===== config.mk =====
export PLATFORM = sky130hd
export DESIGN_NAME = mips_multicycle_ctrl
export DESIGN_NICKNAME = d
export VERILOG_FILES = /design/src/rtl/mips_mc_pkg.sv /design/src/rtl/mc_output_decode.sv /design/src/rtl/mips_multicycle_ctrl.sv
export SDC_FILE = /design/constraint.sdc
export NUM_CORES = 1
export LEC_CHECK = 0
export BUFFER_PORTS_ARGS = -buffer_cell sky130_fd_sc_hd__buf_2
export CAP_MARGIN = 20
export CORE_AREA = 2 2 39 41
export DETAILED_ROUTE_END_ITERATION = 8
export DIE_AREA = 0 0 41 43
export GPL_ROUTABILITY_DRIVEN = 0
export HOLD_SLACK_MARGIN = 0.15
export PLACE_DENSITY = 0.81
export SLEW_MARGIN = 20
export SYNTH_ARGS = -nofsm -noshare
export SYNTH_HDL_FRONTEND = slang
export SYNTH_SLANG_ARGS = --single-unit

===== constraint.sdc =====
create_clock -name clk -period 2.84 [get_ports clk]
set_clock_uncertainty 0.05 [all_clocks]
set_input_delay 0.426 -clock clk [delete_from_list [all_inputs] [get_ports clk]]
set_output_delay 0.426 -clock clk [all_outputs]
set_load 0.02 [all_outputs]

===== src/rtl/mips_mc_pkg.sv =====
// Shared encodings for the MIPS multicycle control FSM: states, opcodes,
// datapath mux selects and the control word driven by the output decoder.
package mips_mc_pkg;

    typedef enum logic [3:0] {
        S_FETCH  = 4'd0,
        S_DECODE = 4'd1,
        S_MEMADR = 4'd2,
        S_MEMRD  = 4'd3,
        S_MEMWB  = 4'd4,
        S_MEMWR  = 4'd5,
        S_EXEC   = 4'd6,
        S_ALUWB  = 4'd7,
        S_BRANCH = 4'd8,
        S_ADDIEX = 4'd9,
        S_ADDIWB = 4'd10,
        S_JUMP   = 4'd11,
        S_JAL    = 4'd12
    } state_t;

    localparam logic [5:0] OP_RTYPE = 6'b000000;
    localparam logic [5:0] OP_LW    = 6'b100011;
    localparam logic [5:0] OP_SW    = 6'b101011;
    localparam logic [5:0] OP_BEQ   = 6'b000100;
    localparam logic [5:0] OP_ADDI  = 6'b001000;
    localparam logic [5:0] OP_J     = 6'b000010;
    localparam logic [5:0] OP_JAL   = 6'b000011;

    localparam logic [1:0] ALU_ADD   = 2'b00;
    localparam logic [1:0] ALU_SUB   = 2'b01;
    localparam logic [1:0] ALU_FUNCT = 2'b10;

    localparam logic [1:0] SRCB_B     = 2'b00;
    localparam logic [1:0] SRCB_FOUR  = 2'b01;
    localparam logic [1:0] SRCB_IMM   = 2'b10;
    localparam logic [1:0] SRCB_IMMSH = 2'b11;

    localparam logic [1:0] PC_ALU    = 2'b00;
    localparam logic [1:0] PC_ALUOUT = 2'b01;
    localparam logic [1:0] PC_JUMP   = 2'b10;

    typedef struct packed {
        logic       pc_write;
        logic       branch;
        logic       iord;
        logic       mem_read;
        logic       mem_write;
        logic       ir_write;
        logic       mem_to_reg;
        logic       reg_dst;
        logic       reg_write;
        logic       jal_flag;
        logic       alu_src_a;
        logic [1:0] alu_src_b;
        logic [1:0] alu_op;
        logic [1:0] pc_src;
        logic       instr_done;
    } ctrl_t;

    function automatic logic op_supported(input logic [5:0] op);
        case (op)
            OP_RTYPE, OP_LW, OP_SW, OP_BEQ, OP_ADDI, OP_J, OP_JAL: return 1'b1;
            default:                                                return 1'b0;
        endcase
    endfunction

endpackage


===== src/rtl/mc_output_decode.sv =====
// Moore output decode: state (+ memory handshake) to datapath control word.
// mem_ready is tied high by the top level when wait states are disabled.
module mc_output_decode
    import mips_mc_pkg::*;
(
    input  state_t state,
    input  logic   mem_ready,
    output ctrl_t  ctrl
);

    always_comb begin
        ctrl = '0;
        case (state)
            S_FETCH: begin
                ctrl.mem_read  = 1'b1;
                ctrl.iord      = 1'b0;
                ctrl.ir_write  = mem_ready;
                ctrl.alu_src_a = 1'b0;
                ctrl.alu_src_b = SRCB_FOUR;
                ctrl.alu_op    = ALU_ADD;
                ctrl.pc_src    = PC_ALU;
                ctrl.pc_write  = mem_ready;
            end
            // Branch target is precomputed here so BRANCH only needs the compare.
            S_DECODE: begin
                ctrl.alu_src_a = 1'b0;
                ctrl.alu_src_b = SRCB_IMMSH;
                ctrl.alu_op    = ALU_ADD;
            end
            S_MEMADR, S_ADDIEX: begin
                ctrl.alu_src_a = 1'b1;
                ctrl.alu_src_b = SRCB_IMM;
                ctrl.alu_op    = ALU_ADD;
            end
            S_MEMRD: begin
                ctrl.mem_read = 1'b1;
                ctrl.iord     = 1'b1;
            end
            S_MEMWB: begin
                ctrl.reg_dst    = 1'b0;
                ctrl.mem_to_reg = 1'b1;
                ctrl.reg_write  = 1'b1;
                ctrl.instr_done = 1'b1;
            end
            S_MEMWR: begin
                ctrl.mem_write  = 1'b1;
                ctrl.iord       = 1'b1;
                ctrl.instr_done = mem_ready;
            end
            S_EXEC: begin
                ctrl.alu_src_a = 1'b1;
                ctrl.alu_src_b = SRCB_B;
                ctrl.alu_op    = ALU_FUNCT;
            end
            S_ALUWB: begin
                ctrl.reg_dst    = 1'b1;
                ctrl.mem_to_reg = 1'b0;
                ctrl.reg_write  = 1'b1;
                ctrl.instr_done = 1'b1;
            end
            S_BRANCH: begin
                ctrl.alu_src_a  = 1'b1;
                ctrl.alu_src_b  = SRCB_B;
                ctrl.alu_op     = ALU_SUB;
                ctrl.pc_src     = PC_ALUOUT;
                ctrl.branch     = 1'b1;
                ctrl.instr_done = 1'b1;
            end
            S_ADDIWB: begin
                ctrl.reg_dst    = 1'b0;
                ctrl.mem_to_reg = 1'b0;
                ctrl.reg_write  = 1'b1;
                ctrl.instr_done = 1'b1;
            end
            S_JUMP: begin
                ctrl.pc_src     = PC_JUMP;
                ctrl.pc_write   = 1'b1;
                ctrl.instr_done = 1'b1;
            end
            S_JAL: begin
                ctrl.pc_src     = PC_JUMP;
                ctrl.pc_write   = 1'b1;
                ctrl.reg_write  = 1'b1;
                ctrl.jal_flag   = 1'b1;
                ctrl.instr_done = 1'b1;
            end
            default: ctrl = '0;
        endcase
    end

endmodule


===== src/rtl/mips_multicycle_ctrl.sv =====
// Multicycle MIPS control FSM: state register, next-state logic and reset gating.
// Optional feature macro MEM_WAIT_EN: FETCH/MEMRD/MEMWR stall until mem_ready.
module mips_multicycle_ctrl
    import mips_mc_pkg::*;
(
    input  logic       clk,
    input  logic       rst_n,
    input  logic [5:0] opcode,
    input  logic       mem_ready,
    output logic       PCWrite,
    output logic       Branch,
    output logic       IorD,
    output logic       MemRead,
    output logic       MemWrite,
    output logic       IRWrite,
    output logic       MemtoReg,
    output logic       RegDst,
    output logic       RegWrite,
    output logic       JALFlag,
    output logic       ALUSrcA,
    output logic [1:0] ALUSrcB,
    output logic [1:0] ALUOp,
    output logic [1:0] PCSrc,
    output logic       instr_done,
    output logic       illegal_op
);

    state_t state;
    state_t state_nxt;
    ctrl_t  ctrl;
    ctrl_t  ctrl_g;
    logic   rdy;

`ifdef MEM_WAIT_EN
    assign rdy = mem_ready;
`else
    logic unused_mem_ready;
    assign unused_mem_ready = mem_ready;
    assign rdy = 1'b1;
`endif

    always_ff @(posedge clk) begin
        if (!rst_n) state <= S_FETCH;
        else        state <= state_nxt;
    end

    always_comb begin
        state_nxt = S_FETCH;
        case (state)
            S_FETCH:  state_nxt = rdy ? S_DECODE : S_FETCH;
            S_DECODE: begin
                case (opcode)
                    OP_RTYPE:     state_nxt = S_EXEC;
                    OP_LW, OP_SW: state_nxt = S_MEMADR;
                    OP_BEQ:       state_nxt = S_BRANCH;
                    OP_ADDI:      state_nxt = S_ADDIEX;
                    OP_J:         state_nxt = S_JUMP;
                    OP_JAL:       state_nxt = S_JAL;
                    default:      state_nxt = S_FETCH;
                endcase
            end
            S_MEMADR: state_nxt = (opcode == OP_LW) ? S_MEMRD : S_MEMWR;
            S_MEMRD:  state_nxt = rdy ? S_MEMWB : S_MEMRD;
            S_MEMWR:  state_nxt = rdy ? S_FETCH : S_MEMWR;
            S_EXEC:   state_nxt = S_ALUWB;
            S_ADDIEX: state_nxt = S_ADDIWB;
            default:  state_nxt = S_FETCH;
        endcase
    end

    mc_output_decode u_decode (
        .state     (state),
        .mem_ready (rdy),
        .ctrl      (ctrl)
    );

    // Outputs are gated while reset is held so an aborted instruction cannot write.
    assign ctrl_g     = rst_n ? ctrl : '0;
    assign illegal_op = rst_n && (state == S_DECODE) && !op_supported(opcode);

    assign PCWrite    = ctrl_g.pc_write;
    assign Branch     = ctrl_g.branch;
    assign IorD       = ctrl_g.iord;
    assign MemRead    = ctrl_g.mem_read;
    assign MemWrite   = ctrl_g.mem_write;
    assign IRWrite    = ctrl_g.ir_write;
    assign MemtoReg   = ctrl_g.mem_to_reg;
    assign RegDst     = ctrl_g.reg_dst;
    assign RegWrite   = ctrl_g.reg_write;
    assign JALFlag    = ctrl_g.jal_flag;
    assign ALUSrcA    = ctrl_g.alu_src_a;
    assign ALUSrcB    = ctrl_g.alu_src_b;
    assign ALUOp      = ctrl_g.alu_op;
    assign PCSrc      = ctrl_g.pc_src;
    assign instr_done = ctrl_g.instr_done;

endmodule


# After elaboration in Yosys (flattened, before gate mapping)
# Index checks and enable logic that the tools add are counted.
[totals] ff_bits=4 latch_bits=0 ram_bits=0 rom_bits=0 inputBits=9 out_inout_bits=19 wordCells=50 memories=0
[classes] addsub=0 mul=0 div=0 magnitude_cmp=0 n_eq_ne=18 shifts=0 muxes=17 bitwise_logic=0 n_reduce_logical=14
[ops] cell="4-bit one-hot mux with 6 select lines" count=2
[ops] cell="5-bit one-hot mux with 5 select lines" count=1
[ops] cell="4-bit == test, second input constant" count=5
[ops] cell="18-bit two-way mux" count=1
[ops] cell="4-bit by 3-bit == test with 1-bit output, second input constant" count=4
[ops] cell="7-bit OR reduction" count=2
[ops] cell="6-bit by 2-bit == test with 1-bit output, second input constant" count=2
[ops] cell="6-bit == test, second input constant" count=2
[ops] cell="1-bit two-way mux" count=10
[ops] cell="2-bit OR reduction" count=5
[ops] cell="4-bit by 2-bit == test with 1-bit output, second input constant" count=2
[ops] cell="2-bit one-hot mux with 2 select lines" count=2
[ops] cell="6-bit by 3-bit == test with 1-bit output, second input constant" count=1
[ops] cell="6-bit by 4-bit == test with 1-bit output, second input constant" count=1
[ops] cell="6-bit zero test" count=1
[ops] cell="4-bit by 1-bit == test with 1-bit output, second input constant" count=1
[ops] cell="4-bit zero test" count=1
[ops] cell="4-bit OR reduction" count=1
[ops] cell="3-bit two-way mux" count=1
[ops] cell="3-bit OR reduction" count=1
[ops] cell="1-bit logical AND" count=2
[ops] cell="1-bit zero test" count=1

# Longest topological paths before layout
[depth] depth_word=5 depth_mapped=5 ltp_nobuf=4

# By module
# A second synthesis with hierarchy kept.
[hier_totals] cells_unflattened=93 hier_area_um2=639.4
[by_module_without_submodules] module="mips_multicycle_ctrl" instances=1 cells_each=56 area_per_inst_um2=420.4 seq_area_each_um2=80.1
[by_module_without_submodules] module="mc_output_decode" instances=1 cells_each=37 area_per_inst_um2=219.0 seq_area_each_um2=0.0

# Least setup slack after synthesis
# OpenSTA, ideal clock, no wires.
[synth_timing] kind="input-to-output" start="input opcode[3]" end="output illegal_op" arrival_time_ps=1550 required_ps=2364 setup_slack_ps=814 stages=4 path_buffers=0 cell_sequence="nor2b_1 o21ai_0 a211oi_1 nor4b_1"
[synth_between] elab_chain_cells=5 elab_cells_between_ends=11
[synth_rtl] item="start: declaration" line="mips_multicycle_ctrl.sv:8" rtl="input logic [5:0] opcode,"
[synth_rtl] item="6-bit == test (tied with other cells)" line="mips_mc_pkg.sv:61" rtl="case (op)"
[synth_rtl] item="7-bit OR reduction (*)" line="mips_mc_pkg.sv:61"
[synth_rtl] item="1-bit two-way mux (*)" line="mips_mc_pkg.sv:61"
[synth_rtl] item="1-bit zero test (*)" line="mips_multicycle_ctrl.sv:79" rtl="assign illegal_op = rst_n && (state == S_DECODE) && !op_supported(opcode);"
[synth_rtl] item="1-bit logical AND (*)" line="mips_multicycle_ctrl.sv:79"
[synth_rtl] item="end: declaration" line="mips_multicycle_ctrl.sv:25" rtl="output logic illegal_op"
# Mark *: on every way between the ends. The rest lies on a longest branch, timed or not.

# Worst setup path in the final report
[layout_timing] start="register state[1]" end="output ALUSrcB[1]"
[layout_between] elab_chain_cells=4 elab_cells_between_ends=9
[layout_rtl] item="start: declaration" line="mips_multicycle_ctrl.sv:28" rtl="state_t state;"
[layout_rtl] item="start signal: assignment" line="mips_multicycle_ctrl.sv:44" rtl="else state <= state_nxt;"
[layout_rtl] item="4-bit by 2-bit == test with 1-bit output or 4-bit == test (tied branches)" line="mc_output_decode.sv:13" rtl="case (state)"
[layout_rtl] item="2-bit OR reduction" line="mc_output_decode.sv:13"
[layout_rtl] item="5-bit one-hot mux with 5 select lines (*)" line="mc_output_decode.sv:13"
[layout_rtl] item="18-bit two-way mux (*)" line="mips_multicycle_ctrl.sv:78" rtl="assign ctrl_g = rst_n ? ctrl : '0;"
[layout_rtl] item="end: declaration" line="mips_multicycle_ctrl.sv:21" rtl="output logic [1:0] ALUSrcB,"
# Marked as above.

==> results by group <==
Timing
  • Pins Over Slew Limit: 0
  • Fin crit period: 2.123 ns
  • RSZ-0062 raised after global routing: false
  • F_max: 0.4710 GHz
  • Final Worst Setup Slack: 0.7170 ns
  • Final setup fails: 0
  • Final hold violation count: 0
  • Final period util: 74.75%
  • Setup TNS: 0 ns
  • Worst Tran Pin Value: 0.5288 ns
  • Worst slew margin: 64.70%

Drt
  • Vias/cell: 5.366
  • Vias: 660
  • Final WL: 1274 µm
  • Antenna Violating Nets Remaining: 0
  • DRT iter0 DRCs: 16
  • Pre-antenna DRT Iters: 4
  • Wirelength per Cell: 10.36 µm
  • DR DRC count: 0

Critical path
  • Bufs and invs on worst path: 1
  • CP dominant cell by count: nor2_1
  • Largest stage delay, worst path: 0.58 ns
  • Req. time, crit path: 2.36 ns
  • CP Class: flop to output pin
  • Crit end category: output pin
  • Largest delay contributor family on the critical path: simple AND/OR/NAND/NOR gates
  • CP Cell Sequence: nand2b_1, nor2_1, nor2_1, nor3b_1, buf_2
  • Crit-path max FO: 13
  • Startpoint Class: flop
  • CP arrival: 1.65 ns
  • Slowest library cell on the worst path: dfxtp_1

Layout
  • Most common cell after layout, fill and taps aside: buf_2
  • Commonest cells after routing, fill and taps aside: buf_2, nor2_1, nand2_1, nor2b_1
  • Share of cells above drive strength 1: 30.84%
  • Largest Register: state
  • Largest registers: state: 4 flops
  • Area grow syn2layout: 25.97%
  • Antenna diodes: 0
  • # nets final: 118
  • Final instance area: 691.9 µm²
  • Largest register FFs: 4

Power
  • VDD IR max: 150.1 µV
  • PD cells: 280.4 mW/mm²
  • P_leak: 0.3209 nW

Synthesis
  • Mapped Cells: 84
  • Netlist area before placement: 549.3 µm²
  • Sequential area share after synthesis: 14.58%
  • Syn Nets: 93
  • Count of cell types in the netlist: 33
  • Flops & latches, synth: 4
  • Synth warn: 0
  • Post-Syn Area per Cell: 6.539 µm²

Clocking
  • Setup Buffers After CTS: 0
  • Num Clock Sinks: 4
  • CTS buffer count: 3
  • CTS Buffer Depth: 2
  • TritonCTS clock tree: built
  • CTS resizes: 0
  • Worst-path clk slew: 0.04 ns
  • Hold buffers post-CTS: 0
  • Root Driver: clkbuf_4
  • H-tree Lvls: 1
  • Insertion delay of the later-clocked pin in the worst-skew pair: 0.24 ns

Placement
  • Placed cell areas: 669.4 µm²
  • IO Port Bufs: 26
  • Place WS: 0.8454 ns
  • Post-DP HPWL: 979.2 µm

Min path
  • Hold crit path type: input pin to flop

GRT
  • Antenna violations before repair: 0
  • Vias in the first global route: 482
  • First-pass GRT wire length: 1925 µm
  • Pin count of the biggest net entering global routing: 18
  • Grt total ovfl: 0
  • All-Layer GR Usage: 15.95%

Flow run
  • Maxcap violations: 0

Floorplanning
  • Die Span Y: 43 µm
  • FP Rows: 14
  • Core Footprint: 0.001384 mm²
  • Die Wd: 41 µm
  • I/O pin count: 28
  • Area of the die: 0.001763 mm²
  • Initial Util: 39.69%

Run status
  • Outcome: complete, no violations
[cells by family (layout without fill, tap and decap cells)]
kind of cell              Yosys count  in the layout  share of synthesized area (%)
AOI/OAI and AO/OA                  19             19                          23.46
buffers and inverters               7             30                          6.150
DFF                                 4              4                          14.58
and+or+nand+nor                    51             51                          51.03
xor gates and xnor gates            3              3                          4.784
[tightest hold or removal path, stage by stage]
cell and delay [ns]:
buf_2 0.10, nor4_1 0.05, nand2_1 0.05, a31oi_1 0.07
[layer usage]
metal | wire [µm] | GRT usage (%) | up-vias | share of wire, %
met5 | 0 | 0 | - | 0
met4 | 33 | 12.00 | 0 | 2.6
met3 | 101 | 3.141 | 4 | 7.9
met2 | 550 | 22.50 | 31 | 43
met1 | 589 | 20.19 | 283 | 46
li1 | - | - | 342 | -
[synth_stat cells]
master     count  area share (%)
nor2_1        13             8.9
nand2_1        9             6.1
nor2b_1        6             6.8
a21oi_1        4             3.6
dfxtp_1        4              15
a21boi_0       3             4.1
and3_1         3             3.4
buf_2          3             2.7
nand2b_1       3             3.4
nor3_1         3             2.7
nor3b_1        3             4.1
o21ai_0        3             2.7
a31oi_1        2             2.3
clkbuf_1       2             1.4
nand3_1        2             1.8
nand3b_1       2             2.7
nor4_1         2             2.3
xnor2_1        2             3.2
a2111oi_1      1             1.8
a211oi_1       1             1.4
a21o_1         1             1.4
a21oi_2        1             1.6
a22oi_1        1             1.4
buf_4          1             1.4
inv_1          1            0.68
nand3_2        1             1.8
nor4b_1        1             1.6
o211a_1        1             1.8
o31ai_1        1             1.4
or2_2          1             1.1
or3b_1         1             1.6
or4b_4         1             2.5
xor2_1         1             1.6
[report_power, final]
part	internal [W]	switching [W]	total [W]	leakage, nW
Clock	0.0000475	0.0000262	0.0000736	0.0138
Combinational	0.0000231	0.0000341	0.0000572	0.275
Sequential	0.0000581	0.00000509	0.0000632	0.0326
[final cells by class]
cell class | instances | area [µm²]
Clock buffer | 3 | 22.52
Fill cell | 149 | 691.9
Inverter | 1 | 3.754
Multi-Input combinational cell | 73 | 435.4
Sequential cell | 4 | 80.08
Tap cell | 16 | 20.02
Timing Repair Buffer | 26 | 130.1
[worst paths after layout]
path	start	to	slack, ns	cells after the start
setup reg to reg	state[2]	state[2]	1.43	3
setup / recovery	state[1]	ALUSrcB[1]	0.72	5
hold / removal	opcode[4]	state[1]	0.46	4
hold reg to reg	state[0]	state[2]	0.61	2
[through the flow]
step                hold slack, ns  cells  total power, W  utilization, %
global placement            0.5829    120       0.0001199           48.37
floorplan                   0.4841     84       0.0001015               -
global route                0.4831    123       0.0002016           50.00
finish                      0.4618    123       0.0001940           50.00
detailed placement          0.5935    120       0.0001211           48.37
CTS                         0.4584    123       0.0001952           50.00
Power figures use the tool's default switching activity.
